## src/rtl/alu_issue_unit.sv

```systemverilog
// Issues queued ALU commands one at a time and returns the captured result over a
// valid/ready response channel.
module alu_issue_unit #(
    parameter int unsigned DEPTH = 4,
    parameter int unsigned CNT_W = 16
) (
    input  logic             clk_i,
    input  logic             reset_i,
    input  logic             cmd_valid_i,
    output logic             cmd_ready_o,
    input  logic [2:0]       cmd_ctr_i,
    input  logic [31:0]      cmd_a_i,
    input  logic [31:0]      cmd_b_i,
    output logic [2:0]       alu_ctr_o,
    output logic [31:0]      alu_a_o,
    output logic [31:0]      alu_b_o,
    input  logic [31:0]      alu_result_i,
    input  logic             alu_zero_i,
    output logic             rsp_valid_o,
    input  logic             rsp_ready_i,
    output logic [31:0]      rsp_result_o,
    output logic             rsp_zero_o,
    output logic             rsp_err_o,
    output logic [CNT_W-1:0] op_count_o
);

    localparam int unsigned PtrW = $clog2(DEPTH);

    typedef enum logic [1:0] {StIdle, StIssue, StResp} state_e;

    state_e            state_q;
    logic [2:0]        fifo_ctr_q [DEPTH];
    logic [31:0]       fifo_a_q   [DEPTH];
    logic [31:0]       fifo_b_q   [DEPTH];
    logic [PtrW-1:0]   wr_ptr_q, rd_ptr_q;
    logic [PtrW:0]     count_q;

    logic [2:0]        alu_ctr_q;
    logic [31:0]       alu_a_q, alu_b_q;
    logic              rsp_valid_q, rsp_zero_q, rsp_err_q;
    logic [31:0]       rsp_result_q;
    logic [CNT_W-1:0]  op_count_q;

    logic full, empty, push, pop, illegal;

    always_comb begin
        full    = (count_q == (PtrW + 1)'(DEPTH));
        empty   = (count_q == '0);
        push    = cmd_valid_i && !full;
        // Pop happens exactly where the FSM loads the next command.
        pop     = !empty && ((state_q == StIdle) || ((state_q == StResp) && rsp_ready_i));
        illegal = (alu_ctr_q > 3'd4);
    end

    always_ff @(posedge clk_i) begin
        if (push) begin
            fifo_ctr_q[wr_ptr_q] <= cmd_ctr_i;
            fifo_a_q[wr_ptr_q]   <= cmd_a_i;
            fifo_b_q[wr_ptr_q]   <= cmd_b_i;
        end
    end

    always_ff @(posedge clk_i) begin
        if (reset_i) begin
            wr_ptr_q <= '0;
            rd_ptr_q <= '0;
            count_q  <= '0;
        end else begin
            if (push) wr_ptr_q <= wr_ptr_q + PtrW'(1);
            if (pop)  rd_ptr_q <= rd_ptr_q + PtrW'(1);
            unique case ({push, pop})
                2'b10:   count_q <= count_q + (PtrW + 1)'(1);
                2'b01:   count_q <= count_q - (PtrW + 1)'(1);
                default: count_q <= count_q;
            endcase
        end
    end

    always_ff @(posedge clk_i) begin
        if (reset_i) begin
            state_q      <= StIdle;
            alu_ctr_q    <= '0;
            alu_a_q      <= '0;
            alu_b_q      <= '0;
            rsp_valid_q  <= 1'b0;
            rsp_result_q <= '0;
            rsp_zero_q   <= 1'b0;
            rsp_err_q    <= 1'b0;
            op_count_q   <= '0;
        end else begin
            case (state_q)
                StIdle: begin
                    if (!empty) begin
                        alu_ctr_q <= fifo_ctr_q[rd_ptr_q];
                        alu_a_q   <= fifo_a_q[rd_ptr_q];
                        alu_b_q   <= fifo_b_q[rd_ptr_q];
                        state_q   <= StIssue;
                    end
                end
                StIssue: begin
                    rsp_valid_q <= 1'b1;
                    rsp_err_q   <= illegal;
                    if (illegal) begin
                        rsp_result_q <= '0;
                        rsp_zero_q   <= 1'b0;
                    end else begin
                        rsp_result_q <= alu_result_i;
                        rsp_zero_q   <= alu_zero_i;
                    end
                    state_q <= StResp;
                end
                StResp: begin
                    if (rsp_ready_i) begin
                        rsp_valid_q <= 1'b0;
                        op_count_q  <= op_count_q + CNT_W'(1);
                        if (!empty) begin
                            alu_ctr_q <= fifo_ctr_q[rd_ptr_q];
                            alu_a_q   <= fifo_a_q[rd_ptr_q];
                            alu_b_q   <= fifo_b_q[rd_ptr_q];
                            state_q   <= StIssue;
                        end else begin
                            state_q <= StIdle;
                        end
                    end
                end
                default: state_q <= StIdle;
            endcase
        end
    end

    assign cmd_ready_o  = !full;
    assign alu_ctr_o    = alu_ctr_q;
    assign alu_a_o      = alu_a_q;
    assign alu_b_o      = alu_b_q;
    assign rsp_valid_o  = rsp_valid_q;
    assign rsp_result_o = rsp_result_q;
    assign rsp_zero_o   = rsp_zero_q;
    assign rsp_err_o    = rsp_err_q;
    assign op_count_o   = op_count_q;

endmodule

```

## config.mk

```make
export PLATFORM = sky130hd
export DESIGN_NAME = alu_issue_unit
export DESIGN_NICKNAME = d
export VERILOG_FILES = /design/src/rtl/alu_issue_unit.sv
export SDC_FILE = /design/constraint.sdc
export NUM_CORES = 1
export LEC_CHECK = 0
export ABC_AREA = 1
export BUFFER_PORTS_ARGS = -buffer_cell sky130_fd_sc_hd__buf_2
export CAP_MARGIN = 10
export CORE_ASPECT_RATIO = 0.75
export CORE_UTILIZATION = 56
export DETAILED_ROUTE_END_ITERATION = 7
export GPL_TIMING_DRIVEN = 1
export PLACE_DENSITY = 0.78
export SLEW_MARGIN = 20
export SYNTH_ARGS = -nofsm -noshare
export SYNTH_HDL_FRONTEND = slang
export SYNTH_SLANG_ARGS = --single-unit
```

## constraint.sdc

```tcl
create_clock -name clk_i -period 5.9 [get_ports clk_i]
set_input_delay 0.885 -clock clk_i [delete_from_list [all_inputs] [get_ports clk_i]]
set_output_delay 0.885 -clock clk_i [all_outputs]
set_load 0.02 [all_outputs]
```

==> results.cfg, run 1 <==
[layout]
fin_util_pct = 67.2
syn_to_final_growth_pct = 17.7
post-route-cell-area_um2 = 17500
final_layout_size_suffix_gt1_share_pct = 19.8
nNetsFinal = 1639

[worst_setup_path]
critical_path_buf_inv_count = 2
worstPathRequired_ns = 6.05
worstSetupEndpointType = register
path_max_fanout = 41
cell_breakdown_of_the_critical_path = inv_1 -> nand3_1 -> nand2_1 -> nor2_4 -> buf_4
cp_top_family = simple AND/OR/NAND/NOR gates
critical_path.reg2reg.startpoint = count_q[1]$_SDFFE_PP0P_
critical_path_start_type = register
cp_slowest_stage_delay_ns = 0.86
cp_data_arrival_time_ns = 2.93
crit_path_start = count_q[1]$_SDFFE_PP0P_
critical_path.slowest_cell = sky130_fd_sc_hd__nor2_4
path_class = reg2reg

[floorplan]
dieArea_um2 = 27200
die_width_um = 190
placement_rows = 51
die_ht_um = 143
ios = 223
start_util_pct = 57.1
core_area_um2 = 26000

[global_route]
globalRoute.busiestLayer = met2
gr-usage-met3_pct = 5.60
global_route.usage.met2_pct = 39.7
antenna_found_initial = 10
grt_pass1_wl_mm = 50.4
global_route.usage.total_pct = 23.7
grt_pass1_vias = 9693
maximum_number_of_pins_on_one_net_before_global_route_repair = 113
gr-total-overflow = 0
grtUsageMet1_pct = 31.0

[timing]
fin_crit_ns = 2.77
timing.final.ws_setup_ns = 3.13
max_freq_ghz = 0.360
max_slew_margin_pct = 22.0
maxSlewViolCount = 0
holdWs_ns = 0.460
timing.clock.skew_ns = 0.0161
final-hold-violation-count = 0
setup_viol_count_final = 0
final.setup.tns_ns = 0
unrepaired_setup_endpoints_after_global_routing = no
fin_crit_sh_pct = 47.0
worst-slew-pin-transition_ns = 1.17

[yosys]
synth_cells = 1335
syn-cell-area_um2 = 14900
ys_async_sr_fraction_pct = 0
cell_types_with_the_largest_area_share_after_synthesis = sky130_fd_sc_hd__edfxtp_1 (54%), sky130_fd_sc_hd__dfxtp_1 (17%), sky130_fd_sc_hd__nor2_1 (9.2%)
synth_top_cell_by_area = sky130_fd_sc_hd__edfxtp_1
syn-mean-instance-area_um2 = 11.1
synthTopCellsByCount = sky130_fd_sc_hd__nor2_1 (363), sky130_fd_sc_hd__edfxtp_1 (268), sky130_fd_sc_hd__o21ai_0 (220), sky130_fd_sc_hd__dfxtp_1 (129), sky130_fd_sc_hd__nand2_1 (97)
synth_enable_flop_cells = 268
synth-warning-count = 0
ys.flop_type = sky130_fd_sc_hd__edfxtp_1
syn-num-nets = 1446
synth_cell_types = 33
yosysSeqAreaShare_pct = 71.5
post-synth-top-count-cell = sky130_fd_sc_hd__nor2_1
synthDominantCellAreaShare_pct = 54.1
synth.ff_latch_count = 397

[drt]
wire_per_inst_um = 17.1
drc = 0
via_count = 10200
postRouteAntennaNets = 0
dr.first_iter.drc_count = 734
drt_first_pass_iters = 5
post_drt_via_cell_ratio = 5.37
drt_wl_total_mm = 32.6

[worst_hold_path]
hold_path.class = reg2reg
timing.hold.worst.start = rsp_result_o[11]$_SDFFE_PP0P_

[outcome]
status = finished clean

[placement]
port_bufs = 222
place_congestion = 0.786
detailed_place_hpwl_mm = 18.3
placed_area_um2 = 16100
post-place-ws_ns = 2.70

[clock_tree]
post_cts.resized_instances = 0
cts_buffers = 37
clkSinkCount = 397
clk_root_buffer_cell = sky130_fd_sc_hd__clkbuf_16
clkSlewWorstSetupHoldPaths_ns = 0.06
hold_buffers = 0
post_cts.repair.setup_buffers = 0
cts_max_level = 2
cts_tree = built
cts_max_path_buffers = 3
clock_latency_ns = 0.52

[pwr]
power_per_cell_area_nw_per_um2 = 489
static-leakage-power_nw = 6.64
ir_drop_mv = 0.392

[job]
cap_viol_max_count = 0
[per-layer routing]
layer / wire length [um] / part of all wire [%]
met2: 15300 / 47
met1: 14100 / 43
met3: 2600 / 8.0
met5: 65 / 0.20
met4: 508 / 1.6
[registers in the layout (all words and copies together) (netlist names), 3 cells and up, named ones only]
| register | count |
|---|---|
| fifo_b_q | 128 |
| fifo_ctr_q | 12 |
| op_count_o | 16 |
| rsp_result_o | 32 |
| fifo_a_q | 128 |
| alu_a_o | 32 |
| count_q | 3 |
| alu_ctr_o | 3 |
| alu_b_o | 32 |
[through the flow]
step	cells	total power, mW
final	1906	8.56
after global routing	1902	9.03
after CTS	1901	8.61
after detailed placement	1833	5.97
after global placement	1833	5.90
after floorplan	1335	5.34
[area by class of cell]
type | instances | area (um2)
flip-flops and latches | 397 | 10600
fillers | 1873 | 8530
multi-input cells | 824 | 3730
repair buffers | 232 | 1190
clock buffers | 48 | 1090
well taps | 344 | 430
clock inverters | 20 | 279
inverters | 36 | 138
diodes | 5 | 12.5
[final timing paths]
path	end	slack (ns)	depth (start not counted)
worst max register to register	fifo_b_q[1][0]$_DFFE_PP_	3.13	5
worst min register to register	rsp_result_o[11]$_SDFFE_PP0P_	0.46	2
worst min-delay path	rsp_result_o[11]$_SDFFE_PP0P_	0.46	2
worst max-delay path	fifo_b_q[1][0]$_DFFE_PP_	3.13	5
[worst reg2reg max path, stage by stage (launching register included)]
cell and delay [ns]:
sky130_fd_sc_hd__dfxtp_1 0.35, sky130_fd_sc_hd__inv_1 0.09, sky130_fd_sc_hd__nand3_1 0.11, sky130_fd_sc_hd__nand2_1 0.32, sky130_fd_sc_hd__nor2_4 0.86, sky130_fd_sc_hd__buf_4 0.67
[power by group]
part           leakage (nW)  internal (mW)  switching (mW)
logic                  2.45          0.659            1.63
registers              3.52           3.42           0.209
clock network         0.670           1.62            1.02
[cells by family after synthesis]
family	after synthesis	synth area share [%]
xor gates and xnor gates	3	0.177
buffers and inverters	114	3.71
and+or+nand+nor	482	12.7
DFF	397	71.5
AOI/OAI and AO/OA	332	11.3
adders and majority gates	7	0.639
[layout by cell type, fill, tap and decap left out, drive strengths merged]
cell      count
buf         232
o21a          2
nand2        98
and2          1
clkinvlp      1
nand3         8
clkinv       10
nand3b        1
ha            6
xor2          3
dfxtp       129
nor3          2
o21ai       280
a211oi        1
inv          38
o21bai        1
fa            1
nor2        367
edfxtp      268
bufinv        7
nor4          1
a21oi        48
diode         5
nor3b         1
nand4         3
clkbuf       48
No activity file was read; power rests on OpenSTA's default activity.
==> run 2, diff against run 1 <==
clock period = 2.9 ns   (was 5.9 ns; I/O delays follow)
==> run 2 against run 1 <==
Via count fell by 0.67%. Register-to-register slack got worse by 2.4 ns. Count of clock-buffer cells in the layout rose by 3. Clock skew rose by 0.0054 ns. Combinational power rose by 110%. Largest power group unchanged.
==> results.cfg, run 2 (same netlist as run 1, synthesis figures left out) <==
[clock_tree]
post_cts.repair.setup_buffers = 0
clkSlewWorstSetupHoldPaths_ns = 0.06
post_cts.resized_instances = 0
cts_tree = built
clkSinkCount = 397
cts_max_path_buffers = 3
cts_buffers = 38
hold_buffers = 0
cts_max_level = 2
clk_root_buffer_cell = sky130_fd_sc_hd__clkbuf_16
clock_latency_ns = 0.53

[worst_setup_path]
cp_data_arrival_time_ns = 2.62
critical_path_start_type = register
critical_path.slowest_cell = sky130_fd_sc_hd__nand2_1
cp_slowest_stage_delay_ns = 0.42
timing.reg2reg.worst_path_depth = 10
worstPathRequired_ns = 3.31
worstSetupEndpointType = register
path_max_fanout = 9
cell_breakdown_of_the_critical_path = inv_1 -> nand3_1 -> nand2_1 -> ha_1 -> inv_1 -> fa_1 -> a21oi_1 -> o21ai_0 -> o21ai_0 -> a21oi_1
path_class = reg2reg

[worst_hold_path]
hold_path.class = in2reg
hold_depth = 1

[layout]
finish.cell_count_without_fillers = 1917
syn_to_final_growth_pct = 17.7
final_layout_size_suffix_gt1_share_pct = 20.3
layout.cells.most_common_list = sky130_fd_sc_hd__nor2_1 (359), sky130_fd_sc_hd__edfxtp_1 (268), sky130_fd_sc_hd__buf_2 (222), sky130_fd_sc_hd__o21ai_0 (220), sky130_fd_sc_hd__dfxtp_1 (127)
layout_top_registers = fifo_a_q x128, fifo_b_q x128
post-route-cell-area_um2 = 17500
most_frequent_standard_cell_in_the_layout_excluding_fill_and_tap_cells = sky130_fd_sc_hd__nor2_1
nNetsFinal = 1649

[timing]
final-hold-violation-count = 0
worst-slew-pin-transition_ns = 0.823
final.setup.tns_ns = 0
fin_crit_ns = 2.21
timing.final.ws_setup_ns = 0.694
timing.clock.skew_ns = 0.0214
fin_crit_sh_pct = 76.1
unrepaired_setup_endpoints_after_global_routing = no
setup_viol_count_final = 0
maxSlewViolCount = 0
max_freq_ghz = 0.453
max_slew_margin_pct = 45.1

[placement]
place_congestion = 0.776
placed_area_um2 = 16300
post-place-ws_ns = 0.676
port_bufs = 222
detailed_place_hpwl_mm = 18.0
placed_insts = 1842

[floorplan]
dieArea_um2 = 27200
placement_rows = 51
core_area_um2 = 26000
ios = 223
die_ht_um = 143
start_util_pct = 57.1
die_width_um = 190

[drt]
dr.first_iter.drc_count = 744
post_drt_via_cell_ratio = 5.30
wire_per_inst_um = 16.6
drc = 0
drt_first_pass_iters = 5
postRouteAntennaNets = 0
drt_wl_total_mm = 31.8
via_count = 10200

[global_route]
grt_pass1_wl_mm = 49.4
maximum_number_of_pins_on_one_net_before_global_route_repair = 135
grt_pass1_vias = 9542
antenna_found_initial = 8
global_route.usage.total_pct = 23.4
gr-total-overflow = 0

[outcome]
status = finished clean

[job]
cap_viol_max_count = 0

[pwr]
ir_drop_mv = 0.545
power_per_cell_area_nw_per_um2 = 967
static-leakage-power_nw = 6.65
total_power_mw = 16.9
-- run 2: cell types whose count changed in the layout (fill, tap and decap cells not counted), sizes merged --
| cell | change |
|---|---|
| buf | +9 |
| clkinvlp | -1 |
| bufinv | -5 |
| inv | -1 |
| clkinv | +5 |
| clkbuf | +3 |
| diode | +1 |
-- run 2: per-layer routing --
metal,GRT usage [%],vias up,routed length (um),part of all wire [%]
met5,0,-,53,0.17
met4,5.98,8,441,1.4
met1,31.5,4796,14000,44
met3,6.12,46,2470,7.8
met2,37.8,323,14800,47
li1,-,4994,-,-
-- run 2: layout make-up --
class / instances / area [um2]
Sequential cell: 397 / 10600
Clock buffer: 51 / 1080
Multi-Input combinational cell: 824 / 3730
Fill cell: 1926 / 8520
Antenna cell: 6 / 15.0
Timing Repair Buffer: 241 / 1340
Clock inverter: 18 / 138
Tap cell: 344 / 430
Inverter: 36 / 138
-- run 2: worst max-delay path, delay by kind of cell (launching register included) --
kind	cells	cell delay [ns]
AO/OA/AOI/OAI	4	0.45
buffers and inverters	2	0.18
AND/OR/NAND/NOR	2	0.53
adder cells (fa/ha/maj)	2	0.61
flip-flops	1	0.32
-- run 2: power breakdown --
group	total, mW	leakage, nW	switching (mW)	internal, mW
registers	7.36	3.52	0.396	6.96
clock network	4.81	0.611	2.02	2.80
logic	4.77	2.52	3.34	1.43
-- run 2: worst paths after layout --
| kind | startpoint | end | slack [ns] |
|---|---|---|---|
| max reg2reg | count_q[0]$_SDFFE_PP0P_ | count_q[2]$_SDFFE_PP0P_ | 0.69 |
| max | count_q[0]$_SDFFE_PP0P_ | count_q[2]$_SDFFE_PP0P_ | 0.69 |
| min | cmd_a_i[16] | fifo_a_q[2][16]$_DFFE_PP_ | 0.11 |
| min reg2reg | rd_ptr_q[1]$_SDFFE_PP0P_ | register | 0.45 |
-- run 2: metrics by stage --
stage	utilization, %	hold WS (ns)
global route	67.2	0.0919
CTS	67.2	0.0865
floorplan	-	0.422
global placement	62.5	0.430
detailed placement	62.5	0.445
finish	67.3	0.111
==> run 3, diff against run 2 <==
clock period = 2.28 ns   (was 2.9 ns; I/O delays follow)
==> run 3 against run 2 <==
Final area grew 0.51%. Clock skew shrank 0.0019 ns. Power grew 27%. Cell count grew 0.16%. Worst setup slack lost 0.38 ns. Highest routed layer unchanged.
==> results.cfg, run 3 (same netlist as run 1, synthesis figures left out) <==
[global_route]
grt_pass1_wl_mm = 50.6
maximum_number_of_pins_on_one_net_before_global_route_repair = 135
global_route.usage.total_pct = 23.9
antenna_found_initial = 11
grt_pass1_vias = 9651
gr-total-overflow = 0

[timing]
max_slew_margin_pct = 39.3
final-hold-violation-count = 0
worst-slew-pin-transition_ns = 0.910
holdWs_ns = 0.0302
setup_viol_count_final = 0
final.setup.tns_ns = 0
timing.clock.skew_ns = 0.0195
unrepaired_setup_endpoints_after_global_routing = no
fin_crit_sh_pct = 86.2
maxSlewViolCount = 0
max_freq_ghz = 0.509
fin_crit_ns = 1.96

[floorplan]
ios = 223
start_util_pct = 57.1
die_width_um = 190
core_area_um2 = 26000
dieArea_um2 = 27200
die_ht_um = 143
placement_rows = 51

[layout]
layout.cells.most_common_list = sky130_fd_sc_hd__nor2_1 (359), sky130_fd_sc_hd__edfxtp_1 (268), sky130_fd_sc_hd__buf_2 (222), sky130_fd_sc_hd__o21ai_0 (220), sky130_fd_sc_hd__dfxtp_1 (127)
nNetsFinal = 1653
layout_top_registers = fifo_a_q x128, fifo_b_q x128
fin_util_pct = 67.6
most_frequent_standard_cell_in_the_layout_excluding_fill_and_tap_cells = sky130_fd_sc_hd__nor2_1
syn_to_final_growth_pct = 18.3
final_layout_size_suffix_gt1_share_pct = 20.2

[clock_tree]
clock_latency_ns = 0.52
post_cts.repair.setup_buffers = 0
clkSlewWorstSetupHoldPaths_ns = 0.06
hold_buffers = 0
cts_buffers = 37
clkSinkCount = 397
cts_max_path_buffers = 3
clk_root_buffer_cell = sky130_fd_sc_hd__clkbuf_16
cts_tree = built
post_cts.resized_instances = 0
cts_max_level = 2

[drt]
via_count = 10300
drc = 0
drt_wl_total_mm = 32.4
postRouteAntennaNets = 0
wire_per_inst_um = 16.9
post_drt_via_cell_ratio = 5.37
dr.first_iter.drc_count = 693
drt_first_pass_iters = 4

[outcome]
status = finished clean

[worst_hold_path]
timing.hold.worst.start = cmd_a_i[22]
hold_path.class = in2reg

[pwr]
ir_drop_mv = 0.791
power_per_cell_area_nw_per_um2 = 1220
static-leakage-power_nw = 6.67

[worst_setup_path]
critical_path.reg2reg.startpoint = count_q[0]$_SDFFE_PP0P_
path_class = reg2reg
reg2reg_setup_slack_ns = 0.32
cp_data_arrival_time_ns = 2.36
path_max_fanout = 9
crit_path_start = count_q[0]$_SDFFE_PP0P_
worstPathRequired_ns = 2.67
critical_path_start_type = register
worstSetupEndpointType = register

[job]
cap_viol_max_count = 0

[placement]
detailed_place_hpwl_mm = 18.7
place_congestion = 0.820
port_bufs = 222
run 3: routing by layer:
metal  GRT usage, %  up-vias  routed length, um
li1               -     5008                  -
met4           5.77       10                457
met3           6.02       51               2370
met1           31.2     4959              14000
met5              0        -                 64
met2           40.2      291              15500
run 3: worst max-delay path: stages (launching register included):
cell and delay (ns):
sky130_fd_sc_hd__dfxtp_1 0.32, sky130_fd_sc_hd__inv_1 0.12, sky130_fd_sc_hd__nand3_1 0.17, sky130_fd_sc_hd__nand2_4 0.20, sky130_fd_sc_hd__ha_1 0.17, sky130_fd_sc_hd__inv_1 0.06
sky130_fd_sc_hd__fa_1 0.37, sky130_fd_sc_hd__a21oi_1 0.14, sky130_fd_sc_hd__o21ai_0 0.11, sky130_fd_sc_hd__o21ai_0 0.15, sky130_fd_sc_hd__a21oi_1 0.05
run 3: through the flow:
| stage | area [um2] | worst slack (ns) | cells | total power [mW] |
|---|---|---|---|---|
| after floorplan | 14900 | 0.0191 | 1335 | 13.8 |
| after global placement | 16400 | 0.349 | 1847 | 15.5 |
| after detailed placement | 16400 | 0.296 | 1847 | 15.7 |
| after CTS | 17600 | 0.306 | 1914 | 21.7 |
| after global routing | 17600 | 0.121 | 1915 | 22.8 |
| final | 17600 | 0.315 | 1920 | 21.6 |
run 3: area by class of cell:
type,instances,area [um2]
diodes,6,15.0
flip-flops and latches,397,10600
well taps,344,430
inverters,36,138
clock buffers,55,1110
clock inverters,12,81.3
fillers,1950,8430
multi-input cells,824,3740
repair buffers,246,1450
run 3: final timing paths:
| kind | endpoint | cells past startpoint |
|---|---|---|
| setup / recovery | count_q[2]$_SDFFE_PP0P_ | 10 |
| hold / removal | fifo_a_q[1][22]$_DFFE_PP_ | 1 |
| setup reg to reg | count_q[2]$_SDFFE_PP0P_ | 10 |
| hold reg to reg | register | 2 |
run 3: where the power goes:
part	leakage [nW]	total (mW)	switching, mW	internal, mW
clock network	0.584	5.98	2.50	3.48
logic	2.57	6.21	4.32	1.89
registers	3.52	9.36	0.507	8.86
